### src/rtl/mips_pkg.sv
// Shared MIPS execute-stage definitions used by the right-shift sequencer.
package mips_pkg;

    localparam int WIDTH   = 32;
    localparam int SHAMT_W = 5;

    typedef enum logic [1:0] {
        IDLE  = 2'd0,
        SHIFT = 2'd1,
        DONE  = 2'd2
    } shift_state_t;

    // R-type funct codes for the right shifts; SRA/SRAV select sign fill.
    localparam logic [5:0] FUNCT_SRL  = 6'h02;
    localparam logic [5:0] FUNCT_SRA  = 6'h03;
    localparam logic [5:0] FUNCT_SRLV = 6'h06;
    localparam logic [5:0] FUNCT_SRAV = 6'h07;

    function automatic logic funct_is_arith(input logic [5:0] funct);
        return (funct == FUNCT_SRA) || (funct == FUNCT_SRAV);
    endfunction

endpackage

### src/rtl/shift_der_step.sv
// Combinational right shift by k (0..STEP) with a single replicated fill bit.
module shift_der_step
    import mips_pkg::*;
#(
    parameter int WIDTH = mips_pkg::WIDTH,
    parameter int STEP  = 4,
    parameter int K_W   = $clog2(STEP + 1)
) (
    input  logic [WIDTH-1:0] data,
    input  logic [K_W-1:0]   k,
    input  logic             fill,
    output logic [WIDTH-1:0] result
);

    logic [WIDTH-1:0] fill_mask;

    // Vacated top k bits are forced to the fill value through a mask.
    always_comb begin
        fill_mask = fill ? ~({WIDTH{1'b1}} >> k) : '0;
        result    = (data >> k) | fill_mask;
    end

endmodule

### src/rtl/shift_der_seq.sv
// Multi-cycle SRL/SRA/SRLV/SRAV unit: shifts up to STEP bits per cycle
// and holds busy high so control can stall the pipeline meanwhile.
module shift_der_seq
    import mips_pkg::*;
#(
    parameter int WIDTH   = mips_pkg::WIDTH,
    parameter int STEP    = 4,
    parameter int SHAMT_W = mips_pkg::SHAMT_W
) (
    input  logic               clk,
    input  logic               rst_n,
    input  logic               start,
    input  logic [WIDTH-1:0]   data_in,
    input  logic [SHAMT_W-1:0] shamt,
    input  logic               arith,
    output logic               ready,
    output logic               busy,
    output logic               done,
    output logic [WIDTH-1:0]   data_out
);

    localparam int K_W = $clog2(STEP + 1);
    localparam logic [SHAMT_W-1:0] STEP_REM = SHAMT_W'(STEP);
    localparam logic [K_W-1:0]     STEP_K   = K_W'(STEP);

    shift_state_t       state;
    logic [WIDTH-1:0]   acc;
    logic [WIDTH-1:0]   shifted;
    logic [SHAMT_W-1:0] rem;
    logic [SHAMT_W-1:0] rem_next;
    logic [K_W-1:0]     k;
    logic               arith_q;
    logic               sign_q;

    // Step size is STEP until the remainder is smaller, so rem never underflows.
    always_comb begin
        k        = (rem > STEP_REM) ? STEP_K : rem[K_W-1:0];
        rem_next = rem - SHAMT_W'(k);
    end

    shift_der_step #(
        .WIDTH (WIDTH),
        .STEP  (STEP),
        .K_W   (K_W)
    ) u_step (
        .data   (acc),
        .k      (k),
        .fill   (arith_q & sign_q),
        .result (shifted)
    );

    // Sequencer: capture in IDLE, shift in SHIFT, publish result on entry to DONE.
    always_ff @(posedge clk or negedge rst_n) begin
        if (!rst_n) begin
            state    <= IDLE;
            acc      <= '0;
            rem      <= '0;
            arith_q  <= 1'b0;
            sign_q   <= 1'b0;
            data_out <= '0;
        end else begin
            case (state)
                IDLE: begin
                    if (start) begin
                        acc     <= data_in;
                        rem     <= shamt;
                        arith_q <= arith;
                        sign_q  <= data_in[WIDTH-1];
                        if (shamt == '0) begin
                            data_out <= data_in;
                            state    <= DONE;
                        end else begin
                            state <= SHIFT;
                        end
                    end
                end
                SHIFT: begin
                    acc <= shifted;
                    rem <= rem_next;
                    if (rem_next == '0) begin
                        data_out <= shifted;
                        state    <= DONE;
                    end
                end
                DONE: begin
                    state <= IDLE;
                end
                default: begin
                    state <= IDLE;
                end
            endcase
        end
    end

    assign ready = (state == IDLE);
    assign busy  = (state == SHIFT);
    assign done  = (state == DONE);

endmodule
### config.mk
export PLATFORM = sky130hd
export DESIGN_NAME = shift_der_seq
export DESIGN_NICKNAME = d
export VERILOG_FILES = /design/src/rtl/mips_pkg.sv /design/src/rtl/shift_der_step.sv /design/src/rtl/shift_der_seq.sv
export SDC_FILE = /design/constraint.sdc
export NUM_CORES = 1
export LEC_CHECK = 0
export BUFFER_PORTS_ARGS = -buffer_cell sky130_fd_sc_hd__clkbuf_2
export CAP_MARGIN = 20
export CORE_AREA = 2 2 93 95
export DETAILED_ROUTE_END_ITERATION = 10
export DIE_AREA = 0 0 95 97
export PLACE_DENSITY_LB_ADDON = 0.1
export SLEW_MARGIN = 25
export SYNTH_ARGS = -nofsm -noshare
export SYNTH_HDL_FRONTEND = slang
export SYNTH_SLANG_ARGS = --single-unit
### constraint.sdc
create_clock -name clk -period 2.9 [get_ports clk]
set_input_delay 0.29 -clock clk [delete_from_list [all_inputs] [get_ports clk]]
set_output_delay 0.29 -clock clk [all_outputs]
set_load 0.03 [all_outputs]
Word-level counts from Yosys, hierarchy flattened:

Index checks and enable logic that the tools add are counted.

* equality and inequality tests: 5
* reductions and logical operators: 8
* bitwise gates (word level): 3
* add/subtract/negate cells: 1
* multiplexer cells: 14
* multiply operators: 0
* divide/modulo/power cells: 0
* shifts and indexed selects: 2
* order comparisons: 1

Operators with widths (count)
* two-way mux 32 bit: 5
* case mux 32 bit (2 select lines): 2
* NOT 32 bit: 1
* OR 32 bit: 1
* >> shifter 32 x 3 -> 32 bit: 1
* >> shifter 32 x 3 -> 32 bit (first input constant): 1
* logical NOT 5 bit: 2
* case mux 5 bit (2 select lines): 1
* two-way mux 2 bit: 3
* AND reduction 2 bit: 3
* greater-than comparator 5 x 3 -> 1 bit (second input constant): 1
* two-way mux 5 bit: 1
* subtractor 5 x 3 -> 5 bit: 1
* inequality test 2 x 1 -> 1 bit (second input constant): 2
* case mux 2 bit (2 select lines): 1
* AND reduction 4 bit: 1
* two-way mux 3 bit: 1
* equality test 2 x 1 -> 1 bit (second input constant): 1
* equality test 2 bit (second input constant): 1
* logical NOT 2 bit: 1
* inequality test 2 bit (second input constant): 1
* nonzero test 2 bit: 1
* AND 1 bit: 1

* memory bits (read-only): 0
* input bits: 41
* bits in writable memories: 0
* memories: 0
* latch bits: 0
* register bits: 73
* output and inout bits: 35
* word-level logic and storage cells: 40

Depth between registers and ports, before layout:

* depth after elaboration: 8
* gate-level depth with buffers: 11
* gate-level depth less buffers: 8

Modules after synthesis:

Synthesis repeated with hierarchy kept, for this count alone.

* cell total of the unflattened synthesis: 467
* area total of the unflattened synthesis: 4917.2 um^2

By module, submodules not included
* shift_der_seq: seq. area each 1826.8 um^2, area each 3777.4 um^2, cells each 324, times used 1
* shift_der_step: seq. area each 0.0 um^2, area each 1139.8 um^2, cells each 143, times used 1

Worst setup path before layout:

Ideal clock, no wire load.

* kind: register to register
* from: register rem[3]
* to: register data_out[22]
* stages on the path, launching flop included: 12
* buffers on the path: 3
* data arrival time: 2.446 ns
* required time: 2.775 ns
* slack: 0.329 ns
* clock period less this slack: 2.571 ns
* cells stage by stage: dfrtp_1 buf_6 or3_1 buf_6 nand2_1 ha_1 o21a_1 o22ai_1 nor2b_1 o211ai_4 buf_6 mux2_2

* longest elaborated chain between the ends: 8
* elaborated cells between the ends (all ways): 13
* classes of those cells: 1 x add/sub; 1 x order compare; 1 x eq/ne; 2 x shift; 4 x mux; 2 x bitwise; 2 x reduce/logical

Ends and longest elaborated chain
* start: declaration: line shift_der_seq.sv:29 `logic [SHAMT_W-1:0] rem;`
* start signal: assignment: line shift_der_seq.sv:66 `rem <= shamt;`
* start signal: assignment: line shift_der_seq.sv:79 `rem <= rem_next;`
* parallel branches: the longest is 8 deep, another holds greater-than comparator 5 x 3 -> 1 bit
* end signal: assignment: line shift_der_seq.sv:70 `data_out <= data_in;`
* end signal: assignment: line shift_der_seq.sv:81 `data_out <= shifted;`
* end: declaration: line shift_der_seq.sv:19 `output logic [WIDTH-1:0] data_out`

Several ways; the timed one is not identified. The select of a mux whose other input is x is not followed.
A chain may end at the register's enable or synchronous reset.

Worst setup path after layout:

* from: register rem[3]
* to: register data_out[18]

The elaborated chain is that of the path after synthesis.

==> results by stage <==
Outcome:
- The flow ran to the end, but the final reports show violations.
- The final reports fail on negative hold slack.

Detailed routing:
- The detailed-route wire length per cell is 16.7 µm.
- The count of nets left with antenna violations once routing finished came out at 0.
- The post-route DRC violation count is 0.
- The routed layout has 3882 vias.
- After detailed routing, the number of vias per cell comes to 5.86.
- The routed design has 11.1 mm of wire.
- The number of DRC violations after detailed-routing iteration 0 is 191.
- The first TritonRoute pass finished after 5 iterations.

Floorplan:
- The initial utilization of the core area, before any placement, comes to 55.8%.
- The width of the chip is 95 µm.
- The number of standard-cell rows in the floorplan is 33.
- The core box area is 8130 µm².
- The count of pins on the block boundary is 76.
- The floorplan die height is 97 µm.
- The full die area is 9220 µm².

STA:
- After routing, the total negative slack on setup checks comes to 0 ns.
- Setup repair after global routing left no endpoint under its margin.
- The worst-case hold slack is -0.0793 ns.
- The number of setup violations in the final report is 0.
- The relative slew slack is 54.2%.
- The final critical path takes up 86.3% of the cycle.
- The clock arrives with 0.0114 ns of skew.
- The final number of hold-violating endpoints was 65.
- The top achievable clock speed is 0.400 GHz.
- For the pin with the worst max-slew slack, the measured transition is 0.688 ns.
- The max-slew violation total from the final report was 0.
- The time the worst path needs with I/O delays and setup is 2.50 ns.

Flow run:
- The number of violations of the max-capacitance limit is 0.

Clock tree:
- The number of clock buffers added by TritonCTS is 9.
- TritonCTS built the clock tree.
- The deepest level of the CTS H-tree is 3.
- After clock tree synthesis, the repair step resized 0 gates.
- For this design, the CTS-stage hold fixing added 0 buffers.
- The post-CTS setup buffer count is 0.
- The cell at the root of the clock tree is clkbuf_8.
- The clock drives 73 sinks.
- After clock tree synthesis, the clock-pin slew on the worst setup and hold paths is 0.08 ns.
- The maximum clock path buffer count is 2.
- The clock latency on the worst-skew pair is 0.35 ns.

Layout:
- The number of fillers in the final layout is 721.
- Registers take 1830 µm².
- Leaving out filler cells and counting taps, the final layout contains 663.
- The share of the core filled with cells in the final layout is 63.5%.
- In the final layout, the multi-input gates occupy 2410 µm².
- Leaving out fill and tap cells, the most frequent cells in the layout are nand2_1 (82), clkbuf_2 (74), dfrtp_1 (73).
- The most common cell after layout, fill and taps aside is nand2_1.
- The post-synthesis to final-layout area growth is 13.8%.
- The net total in the final layout is 595.
- In the final layout, the share of cells above drive strength 1 is 27.2%.
- The number of antenna diodes in the final layout is 0.

Power:
- IR analysis of the VDD net gives a maximum drop of 0.000590 V.
- In this run the static leakage power is 2.43 nW.
- Of the total power, the clock network draws 12.5%.
- The share of total power consumed by net switching is 47.2%.
- The net switching component of the power is 3.14 mW.
- Combinational logic is responsible for 57.6% of the overall power.
- The internal power contribution is 3.50 mW.
- Of the total power, registers draw 29.9%.
- The total power is 6.64 mW.
- In this run the power density over the cells is 1290 nW/µm².

Yosys:
- Of the synthesized area, sequential elements account for 40.3%.
- The total of warnings raised by yosys is 0.
- The synthesized area is 4540 µm².
- After synthesis, the share of flip-flops with an asynchronous set or reset is 100%.
- The number of synthesized register bits is 73.
- A synthesized cell averages 9.30 µm².
- The most used flip-flop cell after synthesis is dfrtp_1.
- The netlist uses 55 different library cells.
- The number of flops mapped to enable cells by yosys is 0.
- The number of nets handed over by synthesis was 530.
- Synthesis handed over a netlist of 488 instances.

Global routing:
- The initial antenna violation count came to 0.
- The via count of the first global-routing pass is 3824.
- The sum of overflow across all layers after global routing is 0.
- The pin count of the biggest net entering global routing is 74.
- The first-pass GRT wire length is 19.1 mm.
- The total global-route track usage is 25.8%.

Setup path:
- The data arrival time of the worst path is 2.73 ns.
- The type of the setup path with the least slack is reg2reg.
- The worst register-to-register path has a depth of 9.
- The endpoint required time on the critical path is 3.13 ns.
- The register-to-register setup slack is 0.40 ns.
- The capturing element type of the critical path is a register.
- The launching element type of the critical path is a register.
- Along the worst path, the maximum fanout reaches 18.

Placed design:
- The quantity of I/O buffers inserted on ports is 75.
- The HPWL after detailed placement is 7.48 mm.
- The cell count after placement is 647.
- The routability-driven placement congestion ratio is 0.847.

Worst hold path:
- The type of the tightest min-delay check is in2async.
==> critical path, stage by stage, from the launching register on <==
cell and delay [ns]:
dfrtp_1 0.38, or3_1 0.40, nand2_1 0.10, ha_1 0.24, o21a_1 0.14, o22ai_1 0.08
nor2b_1 0.18, o211ai_4 0.17, buf_4 0.32, mux2_2 0.37
==> synth_stat cells, types with 8 or more instances <==
library cell / count / share of area, %
a22oi_1: 14 / 2.3
nor2_1: 20 / 1.7
a21oi_1: 10 / 1.1
nand3b_1: 9 / 1.5
buf_2: 14 / 1.5
clkbuf_1: 11 / 0.91
nand2_1: 82 / 6.8
o22ai_1: 8 / 1.1
o21ai_1: 18 / 2.0
mux2_2: 33 / 8.2
and2_1: 13 / 1.8
mux2i_1: 43 / 9.5
a22o_1: 10 / 1.9
a31oi_1: 11 / 1.5
o21ai_0: 20 / 2.2
inv_1: 22 / 1.8
a211oi_1: 15 / 2.5
dfrtp_1: 73 / 40
buf_6: 8 / 2.0
==> routing by layer <==
metal | GRT usage (%) | wire [µm] | part of all wire (%) | vias up
li1 | - | - | - | 1866
met1 | 36.5 | 4940 | 45 | 1880
met2 | 40.8 | 5420 | 49 | 119
met3 | 4.21 | 578 | 5.2 | 17
met4 | 7.47 | 160 | 1.4 | 0
met5 | 0 | 0 | 0 | -
==> cell type report <==
| class | count | share of cell area (%) |
|---|---|---|
| multi-input combinational | 355 | 46.7 |
| sequential | 73 | 35.4 |
| timing repair buffer | 92 | 9.86 |
| clock buffer | 10 | 2.66 |
| tap | 105 | 2.54 |
| inverter | 22 | 1.60 |
| clock inverter | 6 | 1.28 |
==> registers in the layout, summed over array words and instances, names as in the netlist <==
| name | cells |
|---|---|
| rem | 5 |
| acc | 32 |
| arith_q | 1 |
| data_out | 32 |
| sign_q | 1 |
| state | 2 |
==> power groups by stage <==
| stage | logic, mW | registers [mW] | clock network [mW] |
|---|---|---|---|
| global route | 4.22 | 2.07 | 0.895 |
| detailed placement | 3.81 | 1.99 | 0 |
| CTS | 3.82 | 1.98 | 0.854 |
| global placement | 3.72 | 1.97 | 0 |
| finish | 3.82 | 1.98 | 0.833 |
| floorplan | 2.60 | 2.30 | 0 |
==> cells by family (layout without fill, tap and decap cells) <==
family,Yosys count,after routing,share of synthesized area [%]
and+or+nand+nor,151,151,16.1
AOI/OAI and AO/OA,125,125,18.5
muxes,77,77,17.9
DFF,73,73,40.3
buffers and inverters,60,130,6.84
adders and majority gates,1,1,0.276
other,1,1,0.0826
==> stage by stage <==
step,worst slack [ns],instance area [µm²]
3_5_place_dp,0.443,4960
4_1_cts,0.404,5160
2_1_floorplan,0.329,4540
6_report,0.398,5170
5_1_grt,0.196,5170
3_3_place_gp,0.505,4960
==> worst paths after layout <==
kind	startpoint	endpoint
max	rem[3]	data_out[18]
min	rst_n	acc[1]
min in group clk	arith	arith_q
min reg2reg	acc[0]	acc[0]
max in group asynchronous	rst_n	rem[4]
max reg2reg	rem[3]	data_out[18]
(Power assumes the default switching activity.)
